### src/rtl/alu_arbiter_if.sv
// Handshake and ALU bus between two requesters, the arbiter and the shared ALU.
// The master modport covers everything outside the arbiter: both requesters and the ALU.
interface alu_arbiter_if;
    logic       req0_valid, req1_valid;
    logic       req0_ready, req1_ready;
    logic [3:0] req0_a, req0_b, req1_a, req1_b;
    logic [2:0] req0_sel, req1_sel;
    logic [3:0] alu_a, alu_b;
    logic [2:0] alu_sel;
    logic [3:0] alu_result;
    logic       alu_carry, alu_zero;
    logic       rsp0_valid, rsp1_valid;
    logic       rsp0_ready, rsp1_ready;
    logic [3:0] rsp_result;
    logic       rsp_carry, rsp_zero;
    logic       busy;

    modport slave (
        input  req0_valid, req1_valid, req0_a, req0_b, req1_a, req1_b, req0_sel, req1_sel,
        input  alu_result, alu_carry, alu_zero, rsp0_ready, rsp1_ready,
        output req0_ready, req1_ready, alu_a, alu_b, alu_sel,
        output rsp0_valid, rsp1_valid, rsp_result, rsp_carry, rsp_zero, busy
    );

    modport master (
        output req0_valid, req1_valid, req0_a, req0_b, req1_a, req1_b, req0_sel, req1_sel,
        output alu_result, alu_carry, alu_zero, rsp0_ready, rsp1_ready,
        input  req0_ready, req1_ready, alu_a, alu_b, alu_sel,
        input  rsp0_valid, rsp1_valid, rsp_result, rsp_carry, rsp_zero, busy
    );
endinterface

### src/rtl/alu_arbiter.sv
// Two-requester round-robin arbiter in front of one shared combinational ALU.
// One operation in flight at a time: IDLE (accept) -> EXEC (ALU settles) -> RESP (hold).
// Priority flips to the other requester only when a response completes.
// Optional macro ALU_ARBITER_STATS_EN adds saturating 8-bit per-requester grant counters.
module alu_arbiter #(
    parameter int unsigned RR_INIT = 0
) (
    input  logic            clk,
    input  logic            rst_n,
    alu_arbiter_if.slave    bus
`ifdef ALU_ARBITER_STATS_EN
    ,
    output logic [7:0]      grant_cnt0,
    output logic [7:0]      grant_cnt1
`endif
);
    localparam logic PRIO_INIT = (RR_INIT != 0);

    typedef enum logic [1:0] {S_IDLE, S_EXEC, S_RESP} state_t;

    state_t     state_q, state_d;
    logic       prio_q, prio_d;
    logic       grant_id_q, grant_id_d;
    logic [3:0] alu_a_q, alu_a_d, alu_b_q, alu_b_d;
    logic [2:0] alu_sel_q, alu_sel_d;
    logic [3:0] rsp_result_q, rsp_result_d;
    logic       rsp_carry_q, rsp_carry_d, rsp_zero_q, rsp_zero_d;
    logic       rsp0_valid_q, rsp0_valid_d, rsp1_valid_q, rsp1_valid_d;
    logic       busy_q, busy_d;
    logic       gnt0, gnt1, rsp_done;

    // Grant decision: only in IDLE, priority holder wins a tie
    always_comb begin
        gnt0 = 1'b0;
        gnt1 = 1'b0;
        if (state_q == S_IDLE) begin
            if (prio_q) begin
                gnt1 = bus.req1_valid;
                gnt0 = bus.req0_valid & ~bus.req1_valid;
            end else begin
                gnt0 = bus.req0_valid;
                gnt1 = bus.req1_valid & ~bus.req0_valid;
            end
        end
    end

    assign rsp_done = grant_id_q ? bus.rsp1_ready : bus.rsp0_ready;

    // Next-state and registered-output computation for the IDLE/EXEC/RESP sequence
    always_comb begin
        state_d      = state_q;
        prio_d       = prio_q;
        grant_id_d   = grant_id_q;
        alu_a_d      = alu_a_q;
        alu_b_d      = alu_b_q;
        alu_sel_d    = alu_sel_q;
        rsp_result_d = rsp_result_q;
        rsp_carry_d  = rsp_carry_q;
        rsp_zero_d   = rsp_zero_q;
        rsp0_valid_d = rsp0_valid_q;
        rsp1_valid_d = rsp1_valid_q;
        busy_d       = busy_q;
        unique case (state_q)
            S_IDLE: begin
                if (gnt0 | gnt1) begin
                    state_d    = S_EXEC;
                    busy_d     = 1'b1;
                    grant_id_d = gnt1;
                    alu_a_d    = gnt1 ? bus.req1_a   : bus.req0_a;
                    alu_b_d    = gnt1 ? bus.req1_b   : bus.req0_b;
                    alu_sel_d  = gnt1 ? bus.req1_sel : bus.req0_sel;
                end
            end
            S_EXEC: begin
                // ALU has had a full cycle on the registered operands
                state_d      = S_RESP;
                rsp_result_d = bus.alu_result;
                rsp_carry_d  = bus.alu_carry;
                rsp_zero_d   = bus.alu_zero;
                rsp0_valid_d = ~grant_id_q;
                rsp1_valid_d = grant_id_q;
            end
            S_RESP: begin
                // Ready from the non-granted requester is ignored via rsp_done
                if (rsp_done) begin
                    state_d      = S_IDLE;
                    busy_d       = 1'b0;
                    rsp0_valid_d = 1'b0;
                    rsp1_valid_d = 1'b0;
                    prio_d       = ~grant_id_q;
                end
            end
            default: begin
                state_d      = S_IDLE;
                busy_d       = 1'b0;
                rsp0_valid_d = 1'b0;
                rsp1_valid_d = 1'b0;
            end
        endcase
    end

    // State and output registers; async reset discards any in-flight operation
    always_ff @(posedge clk or negedge rst_n) begin
        if (!rst_n) begin
            state_q      <= S_IDLE;
            prio_q       <= PRIO_INIT;
            grant_id_q   <= 1'b0;
            alu_a_q      <= '0;
            alu_b_q      <= '0;
            alu_sel_q    <= '0;
            rsp_result_q <= '0;
            rsp_carry_q  <= 1'b0;
            rsp_zero_q   <= 1'b0;
            rsp0_valid_q <= 1'b0;
            rsp1_valid_q <= 1'b0;
            busy_q       <= 1'b0;
        end else begin
            state_q      <= state_d;
            prio_q       <= prio_d;
            grant_id_q   <= grant_id_d;
            alu_a_q      <= alu_a_d;
            alu_b_q      <= alu_b_d;
            alu_sel_q    <= alu_sel_d;
            rsp_result_q <= rsp_result_d;
            rsp_carry_q  <= rsp_carry_d;
            rsp_zero_q   <= rsp_zero_d;
            rsp0_valid_q <= rsp0_valid_d;
            rsp1_valid_q <= rsp1_valid_d;
            busy_q       <= busy_d;
        end
    end

    assign bus.req0_ready = gnt0;
    assign bus.req1_ready = gnt1;
    assign bus.alu_a      = alu_a_q;
    assign bus.alu_b      = alu_b_q;
    assign bus.alu_sel    = alu_sel_q;
    assign bus.rsp_result = rsp_result_q;
    assign bus.rsp_carry  = rsp_carry_q;
    assign bus.rsp_zero   = rsp_zero_q;
    assign bus.rsp0_valid = rsp0_valid_q;
    assign bus.rsp1_valid = rsp1_valid_q;
    assign bus.busy       = busy_q;

`ifdef ALU_ARBITER_STATS_EN
    logic [7:0] cnt0_q, cnt0_d, cnt1_q, cnt1_d;

    // Saturating per-requester accept counters
    always_comb begin
        cnt0_d = cnt0_q;
        cnt1_d = cnt1_q;
        if (gnt0 && cnt0_q != 8'hFF) cnt0_d = cnt0_q + 8'd1;
        if (gnt1 && cnt1_q != 8'hFF) cnt1_d = cnt1_q + 8'd1;
    end

    // Counter registers
    always_ff @(posedge clk or negedge rst_n) begin
        if (!rst_n) begin
            cnt0_q <= '0;
            cnt1_q <= '0;
        end else begin
            cnt0_q <= cnt0_d;
            cnt1_q <= cnt1_d;
        end
    end

    assign grant_cnt0 = cnt0_q;
    assign grant_cnt1 = cnt1_q;
`endif
endmodule

### src/flat_wrapper.sv
// flat-port wrapper written by rule: the top's interface ports become plain ports
module alu_arbiter_flat 
#(
    parameter int unsigned RR_INIT = 0
)
  (clk, rst_n, bus_req0_valid, bus_req1_valid, bus_req0_a, bus_req0_b, bus_req1_a, bus_req1_b, bus_req0_sel, bus_req1_sel, bus_alu_result, bus_alu_carry, bus_alu_zero, bus_rsp0_ready, bus_rsp1_ready, bus_req0_ready, bus_req1_ready, bus_alu_a, bus_alu_b, bus_alu_sel, bus_rsp0_valid, bus_rsp1_valid, bus_rsp_result, bus_rsp_carry, bus_rsp_zero, bus_busy);
  alu_arbiter_if bus_i ();
  input  logic clk;
  input  logic rst_n;
  input wire logic [$bits(bus_i.req0_valid)-1:0] bus_req0_valid;
  input wire logic [$bits(bus_i.req1_valid)-1:0] bus_req1_valid;
  input wire logic [$bits(bus_i.req0_a)-1:0] bus_req0_a;
  input wire logic [$bits(bus_i.req0_b)-1:0] bus_req0_b;
  input wire logic [$bits(bus_i.req1_a)-1:0] bus_req1_a;
  input wire logic [$bits(bus_i.req1_b)-1:0] bus_req1_b;
  input wire logic [$bits(bus_i.req0_sel)-1:0] bus_req0_sel;
  input wire logic [$bits(bus_i.req1_sel)-1:0] bus_req1_sel;
  input wire logic [$bits(bus_i.alu_result)-1:0] bus_alu_result;
  input wire logic [$bits(bus_i.alu_carry)-1:0] bus_alu_carry;
  input wire logic [$bits(bus_i.alu_zero)-1:0] bus_alu_zero;
  input wire logic [$bits(bus_i.rsp0_ready)-1:0] bus_rsp0_ready;
  input wire logic [$bits(bus_i.rsp1_ready)-1:0] bus_rsp1_ready;
  output wire logic [$bits(bus_i.req0_ready)-1:0] bus_req0_ready;
  output wire logic [$bits(bus_i.req1_ready)-1:0] bus_req1_ready;
  output wire logic [$bits(bus_i.alu_a)-1:0] bus_alu_a;
  output wire logic [$bits(bus_i.alu_b)-1:0] bus_alu_b;
  output wire logic [$bits(bus_i.alu_sel)-1:0] bus_alu_sel;
  output wire logic [$bits(bus_i.rsp0_valid)-1:0] bus_rsp0_valid;
  output wire logic [$bits(bus_i.rsp1_valid)-1:0] bus_rsp1_valid;
  output wire logic [$bits(bus_i.rsp_result)-1:0] bus_rsp_result;
  output wire logic [$bits(bus_i.rsp_carry)-1:0] bus_rsp_carry;
  output wire logic [$bits(bus_i.rsp_zero)-1:0] bus_rsp_zero;
  output wire logic [$bits(bus_i.busy)-1:0] bus_busy;
  assign bus_i.req0_valid = bus_req0_valid;
  assign bus_i.req1_valid = bus_req1_valid;
  assign bus_i.req0_a = bus_req0_a;
  assign bus_i.req0_b = bus_req0_b;
  assign bus_i.req1_a = bus_req1_a;
  assign bus_i.req1_b = bus_req1_b;
  assign bus_i.req0_sel = bus_req0_sel;
  assign bus_i.req1_sel = bus_req1_sel;
  assign bus_i.alu_result = bus_alu_result;
  assign bus_i.alu_carry = bus_alu_carry;
  assign bus_i.alu_zero = bus_alu_zero;
  assign bus_i.rsp0_ready = bus_rsp0_ready;
  assign bus_i.rsp1_ready = bus_rsp1_ready;
  assign bus_req0_ready = bus_i.req0_ready;
  assign bus_req1_ready = bus_i.req1_ready;
  assign bus_alu_a = bus_i.alu_a;
  assign bus_alu_b = bus_i.alu_b;
  assign bus_alu_sel = bus_i.alu_sel;
  assign bus_rsp0_valid = bus_i.rsp0_valid;
  assign bus_rsp1_valid = bus_i.rsp1_valid;
  assign bus_rsp_result = bus_i.rsp_result;
  assign bus_rsp_carry = bus_i.rsp_carry;
  assign bus_rsp_zero = bus_i.rsp_zero;
  assign bus_busy = bus_i.busy;
  alu_arbiter #(.RR_INIT(RR_INIT)) u_core (.clk(clk), .rst_n(rst_n), .bus(bus_i));
endmodule
### config.mk
export PLATFORM = sky130hd
export DESIGN_NAME = alu_arbiter_flat
export DESIGN_NICKNAME = d
export VERILOG_FILES = /design/src/rtl/alu_arbiter_if.sv /design/src/rtl/alu_arbiter.sv /design/src/flat_wrapper.sv
export SDC_FILE = /design/constraint.sdc
export NUM_CORES = 1
export LEC_CHECK = 0
export CAP_MARGIN = 40
export CORE_MARGIN = 4
export CORE_UTILIZATION = 42
export DETAILED_ROUTE_END_ITERATION = 8
export PLACE_DENSITY_LB_ADDON = 0.05
export SKIP_LAST_GASP = 1
export SYNTH_ARGS = -nofsm -noshare
export SYNTH_HDL_FRONTEND = slang
export SYNTH_SLANG_ARGS = --single-unit
### constraint.sdc
create_clock -name clk -period 2.49 [get_ports clk]
set_input_delay 0.6225 -clock clk [delete_from_list [all_inputs] [get_ports clk]]
set_output_delay 0.6225 -clock clk [all_outputs]
set_load 0.1 [all_outputs]
==> results of run 1 <==
[metal layers]
metal / wire, µm / vias to the layer above / share of wire, %
met3: 289 / 2 / 9.6
met4: 14 / 0 / 0.47
li1: - / 513 / -
met1: 1240 / 497 / 41
met5: 0 / - / 0
met2: 1460 / 46 / 49
[area by class of cell]
cell class                 count  area [µm²]  area share (%)
clock buffer                   3        22.5            1.28
clock inverter                 1        30.0            1.71
inverter                      14        52.6            2.99
multi-input combinational     63         458            26.0
sequential                    24         601            34.1
tap                           30        37.5            2.13
timing repair buffer          60         558            31.7
[layout by cell type, fill, tap and decap left out]
cell type / count
o2bb2ai_1: 2
nand3b_1: 1
and3_4: 1
dfrtp_1: 24
and2_1: 1
mux2i_1: 2
or2_1: 1
clkdlybuf4s50_1: 33
o21ai_1: 2
nand4_1: 11
mux2_2: 6
clkbuf_4: 3
nor2b_1: 1
o311ai_0: 1
o21bai_1: 1
a31oi_1: 1
a21bo_2: 1
nor2_4: 1
o31ai_1: 1
o311ai_1: 10
a21o_1: 1
and3_1: 1
buf_4: 25
bufinv_16: 1
nor3_1: 1
nand2_1: 2
nor2_1: 1
nand2b_1: 2
o21ai_0: 11
buf_12: 2
inv_1: 14
[critical path, cell delays in order, from the launching register on]
cell and delay [ns]:
dfrtp_1 0.51, nor2_4 0.35, and3_1 0.29, buf_12 0.19
[synth_stat cells, drive strengths merged]
library cell,count
o311ai,11
o21bai,1
or2,1
dfrtp,24
o21ai,13
a21o,1
a31oi,1
and3,2
o31ai,1
mux2i,2
buf,7
nand2,2
mux2,6
nor2b,1
clkbuf,3
o2bb2ai,2
a21bo,1
nand4,11
inv,14
nor2,2
nand2b,2
nand3b,1
nor3,1
and2,1
[per-stage QoR]
step                      util (%)  cells  hold WS (ns)  cell area, µm²
after floorplan                  -    111         0.327            1170
after global placement        66.5    191         0.479            1710
after detailed placement      66.5    191         0.495            1710
after CTS                     68.5    195         0.526            1760
after global routing          68.5    195         0.547            1760
final                         68.5    195         0.520            1760
[flip-flops by register name, indices dropped and copies added (netlist names)]
| register | flops |
|---|---|
| u_core.bus.rsp_result | 4 |
| u_core.bus.rsp1_valid | 1 |
| u_core.state_q | 2 |
| u_core.bus.rsp_carry | 1 |
| u_core.prio_q | 1 |
| u_core.bus.alu_sel | 3 |
| u_core.grant_id_q | 1 |
| u_core.bus.alu_b | 4 |
| u_core.bus.rsp_zero | 1 |
| u_core.bus.rsp0_valid | 1 |
| u_core.bus.alu_a | 4 |
| u_core.bus.busy | 1 |
[kinds of logic after synthesis]
family | count (synthesis) | share of synthesized area (%)
AO/OA/AOI/OAI | 31 | 18.6
buffers and inverters | 24 | 9.81
flip-flops | 24 | 51.2
multiplexers | 8 | 7.46
AND/OR/NAND/NOR | 24 | 13.0
[worst paths after layout]
path,endpoint,slack [ns],cells past startpoint
max,bus_req0_ready,0.22,3
min,u_core.bus.rsp_result[2],0.52,1
max reg2reg,u_core.bus.alu_a[1],0.86,4
min reg2reg,u_core.bus.rsp_result[2],0.52,1
max in group asynchronous,u_core.bus.rsp_result[0],1.61,2
min in group asynchronous,u_core.bus.alu_a[2],0.64,2
==> results.json, run 1 <==
{
  "status": "completed",
  "antenna_cells": 0,
  "fin_skew_ns": 0.00553,
  "place.port_buffers": 55,
  "area_growth_pct": 49.9,
  "drc_errors": 0,
  "ys_types": 31,
  "hold_violations": 0,
  "dieArea_um2": 3700,
  "rows": 18,
  "core_um2": 2570,
  "synth_area_per_cell_um2": 10.6,
  "cp.required_ns": 1.87,
  "vias_per_cell": 5.43,
  "clockBufferDepth": 2,
  "fp.dieH_um": 60.9,
  "fill_cells": 215,
  "cts_hold_buf": 0,
  "synth_top_area_cell": "dfrtp_1",
  "syn_inst": 111,
  "clock-sinks": 24,
  "grt_busiest_layer": "met2",
  "max-cap-violations": 0,
  "synth_seq_cells": 24,
  "critical_path_class": "register to output pin",
  "detail_route.iter0.violations": 68,
  "cts_root_buf": "clkbuf_4",
  "fin_nets": 200,
  "cts_tree": "built",
  "yosysWarnings": 0,
  "grt_overflow": 0,
  "clk_latency_ns": 0.32,
  "use_met1_pct": 22.0,
  "worstMarginPinSlew_ns": 0.677,
  "holdCritStartpoint": "u_core.bus.rsp_result[2]",
  "grt_max_degree": 25,
  "post-place-ws_ns": 0.260,
  "vias": 1058,
  "endpoint_kind": "output pin",
  "seq_area_frac_synth_pct": 51.2,
  "cts_buffers": 3,
  "htreeDepth": 1,
  "grt_use_total_pct": 17.9,
  "grt_pass1_vias": 1117,
  "r2r_start": "u_core.state_q[1]",
  "hold_path.class": "register to register",
  "postRouteAntennaNets": 0,
  "tns_ns": 0,
  "num_io_pins": 56,
  "drive_gt1_share_pct": 24.2,
  "finalCritPeriodShare_pct": 91.4,
  "grt_util_met2_pct": 30.4,
  "rsz0062_at_grt": "false",
  "finalMaxSlewViolations": 0,
  "place_congestion": 0.769,
  "arrival_ns": 1.65,
  "fmax_mhz": 440,
  "slew_headroom_pct": 54.7,
  "wirelength_mm": 3.01,
  "antenna_found_initial": 0,
  "cts_setup_buffers": 0,
  "synth_nets": 145,
  "cts_resized": 0,
  "firstDrtPassIters": 4,
  "path_max_fanout": 14,
  "die_w_um": 60.9,
  "period_needed_ns": 2.27,
  "dp_hpwl_mm": 2.27,
  "synthTopCellsByArea": "dfrtp_1 51%, o311ai_1 7.5%, nand4_1 5.9%, mux2_2 5.8%, o21ai_0 4.7%",
  "crit_path_start_kind": "register",
  "crit_start": "u_core.state_q[1]",
  "finalSetupViolations": 0,
  "start_util_pct": 45.7,
  "worst_slack_ns": 0.215,
  "synth_top_area_share_pct": 51.2,
  "grt_pass1_wl_mm": 4.87,
  "wl_per_cell_um": 15.4,
  "synthesis.area_um2": 1170,
  "use_met3_pct": 4.68,
  "clk_pin_slew_worst_paths_ns": 0.13
}
Power of run 1 is not shown: default switching activity piles up to over one toggle a cycle in this logic, so the estimate is an artifact.
==> inputs of run 2 (changes only) <==
--- a/config.mk
+++ b/config.mk
@@ -5,12 +5,14 @@
 export SDC_FILE = /design/constraint.sdc
 export NUM_CORES = 1
 export LEC_CHECK = 0
-export CAP_MARGIN = 40
+export CAP_MARGIN = 20
 export CORE_MARGIN = 4
 export CORE_UTILIZATION = 42
 export DETAILED_ROUTE_END_ITERATION = 8
 export PLACE_DENSITY_LB_ADDON = 0.05
+export RECOVER_POWER = 100
 export SKIP_LAST_GASP = 1
+export SLEW_MARGIN = 10
 export SYNTH_ARGS = -nofsm -noshare
 export SYNTH_HDL_FRONTEND = slang
 export SYNTH_SLANG_ARGS = --single-unit
==> results.json, run 2 (synthesis results as in run 1) <==
{
  "grt_use_total_pct": 17.9,
  "cts_resized": 0,
  "path_max_fanout": 14,
  "cp_num_buf_inv": 1,
  "rows": 18,
  "rsz0062_at_grt": "false",
  "fp.dieH_um": 60.9,
  "clk_pin_slew_worst_paths_ns": 0.13,
  "clockBufferDepth": 2,
  "dp_hpwl_mm": 2.27,
  "htreeDepth": 1,
  "layout_commonest_cell": "clkdlybuf4s50_1",
  "layout_common_cells": "31 x clkdlybuf4s50_1, 24 x dfrtp_1, 20 x clkbuf_2",
  "period_needed_ns": 2.29,
  "slew_headroom_pct": 14.1,
  "cts_tree": "built",
  "finalCritPeriodShare_pct": 91.8,
  "fmax_mhz": 438,
  "cp_slowest_cell": "dfrtp_1",
  "grt_overflow": 0,
  "antenna_cells": 0,
  "grt_max_degree": 25,
  "place_congestion": 0.769,
  "core_um2": 2570,
  "clk_latency_ns": 0.31,
  "drive_gt1_share_pct": 22.4,
  "die_w_um": 60.9,
  "clock-sinks": 24,
  "worstMarginPinSlew_ns": 1.29,
  "placed_cells": 191,
  "path_delay_family": "simple AND/OR/NAND/NOR gates",
  "vias": 1057,
  "start_util_pct": 45.7,
  "endpoint_kind": "output pin",
  "r2r_setup_slack_ns": 0.74,
  "arrival_ns": 1.66,
  "tns_ns": 0,
  "critical_path_class": "register to output pin",
  "post-place-ws_ns": 0.260,
  "fin_skew_ns": 0.00509,
  "drc_errors": 0,
  "wl_per_cell_um": 15.4,
  "finalMaxSlewViolations": 0,
  "vias_per_cell": 5.42,
  "antenna_found_initial": 0,
  "path_cells": "nor2_4 > and3_1 > buf_6",
  "hold_violations": 0,
  "dieArea_um2": 3700,
  "grt_pass1_wl_mm": 4.87,
  "cp.required_ns": 1.87,
  "hold_path.class": "register to register",
  "status": "completed",
  "critPathMaxStageDelay_ns": 0.51,
  "detail_route.iter0.violations": 18,
  "grt_pass1_vias": 1117,
  "wirelength_mm": 3.01,
  "num_io_pins": 56,
  "cts_hold_buf": 0,
  "cts_setup_buffers": 0,
  "crit_path_start_kind": "register",
  "fill_cells": 234,
  "firstDrtPassIters": 4,
  "finalSetupViolations": 0,
  "cts_buffers": 3,
  "postRouteAntennaNets": 0,
  "area_growth_pct": 43.9,
  "cts_root_buf": "clkbuf_4",
  "fin_nets": 200,
  "place.port_buffers": 55,
  "fin_cells": 195,
  "max-cap-violations": 0,
  "worst_slack_ns": 0.205
}
run 2: cell count changes in the layout (fill, tap and decap cells not counted), moves of 2 or more:
cell / delta
buf_4: -23
clkbuf_2: +20
o311ai_0: +10
o311ai_1: -10
clkbuf_1: +3
clkdlybuf4s50_1: -2
dlygate4sd3_1: +2
run 2: metrics by stage:
| step | hold slack [ns] | cell area (µm²) | util, % |
|---|---|---|---|
| after detailed placement | 0.495 | 1710 | 66.5 |
| after global placement | 0.479 | 1710 | 66.5 |
| final | 0.518 | 1690 | 65.8 |
| after floorplan | 0.327 | 1170 | - |
| after global routing | 0.546 | 1690 | 65.8 |
| after CTS | 0.526 | 1760 | 68.5 |
run 2: final timing paths:
| check | start | end | depth (start not counted) |
|---|---|---|---|
| setup / recovery | u_core.state_q[1] | bus_req0_ready | 3 |
| hold / removal | u_core.bus.rsp_result[2] | u_core.bus.rsp_result[2] | 1 |
| setup reg to reg | u_core.state_q[1] | u_core.bus.alu_b[0] | 4 |
| hold reg to reg | u_core.bus.rsp_result[2] | u_core.bus.rsp_result[2] | 1 |
| max in group asynchronous | rst_n | u_core.bus.rsp_result[0] | 2 |
| min in group asynchronous | rst_n | u_core.bus.alu_a[2] | 2 |
run 2: per-layer routing:
layer	share of wire [%]	vias up	wire length (µm)	global-route usage, %
met5	0	-	0	0
met4	0.47	0	14	6.19
met3	8.9	2	268	4.68
met2	49	43	1460	30.4
met1	42	500	1260	22.0
li1	-	512	-	-
run 2: layout make-up:
cell class,count,area (µm²),share of cell area (%)
Timing Repair Buffer,60,488,28.9
Sequential cell,24,601,35.6
Clock inverter,1,30.0,1.78
Multi-Input combinational cell,63,458,27.1
Clock buffer,3,22.5,1.33
Inverter,14,52.6,3.11
Tap cell,30,37.5,2.22
Power of run 2 is left out for the same reason.
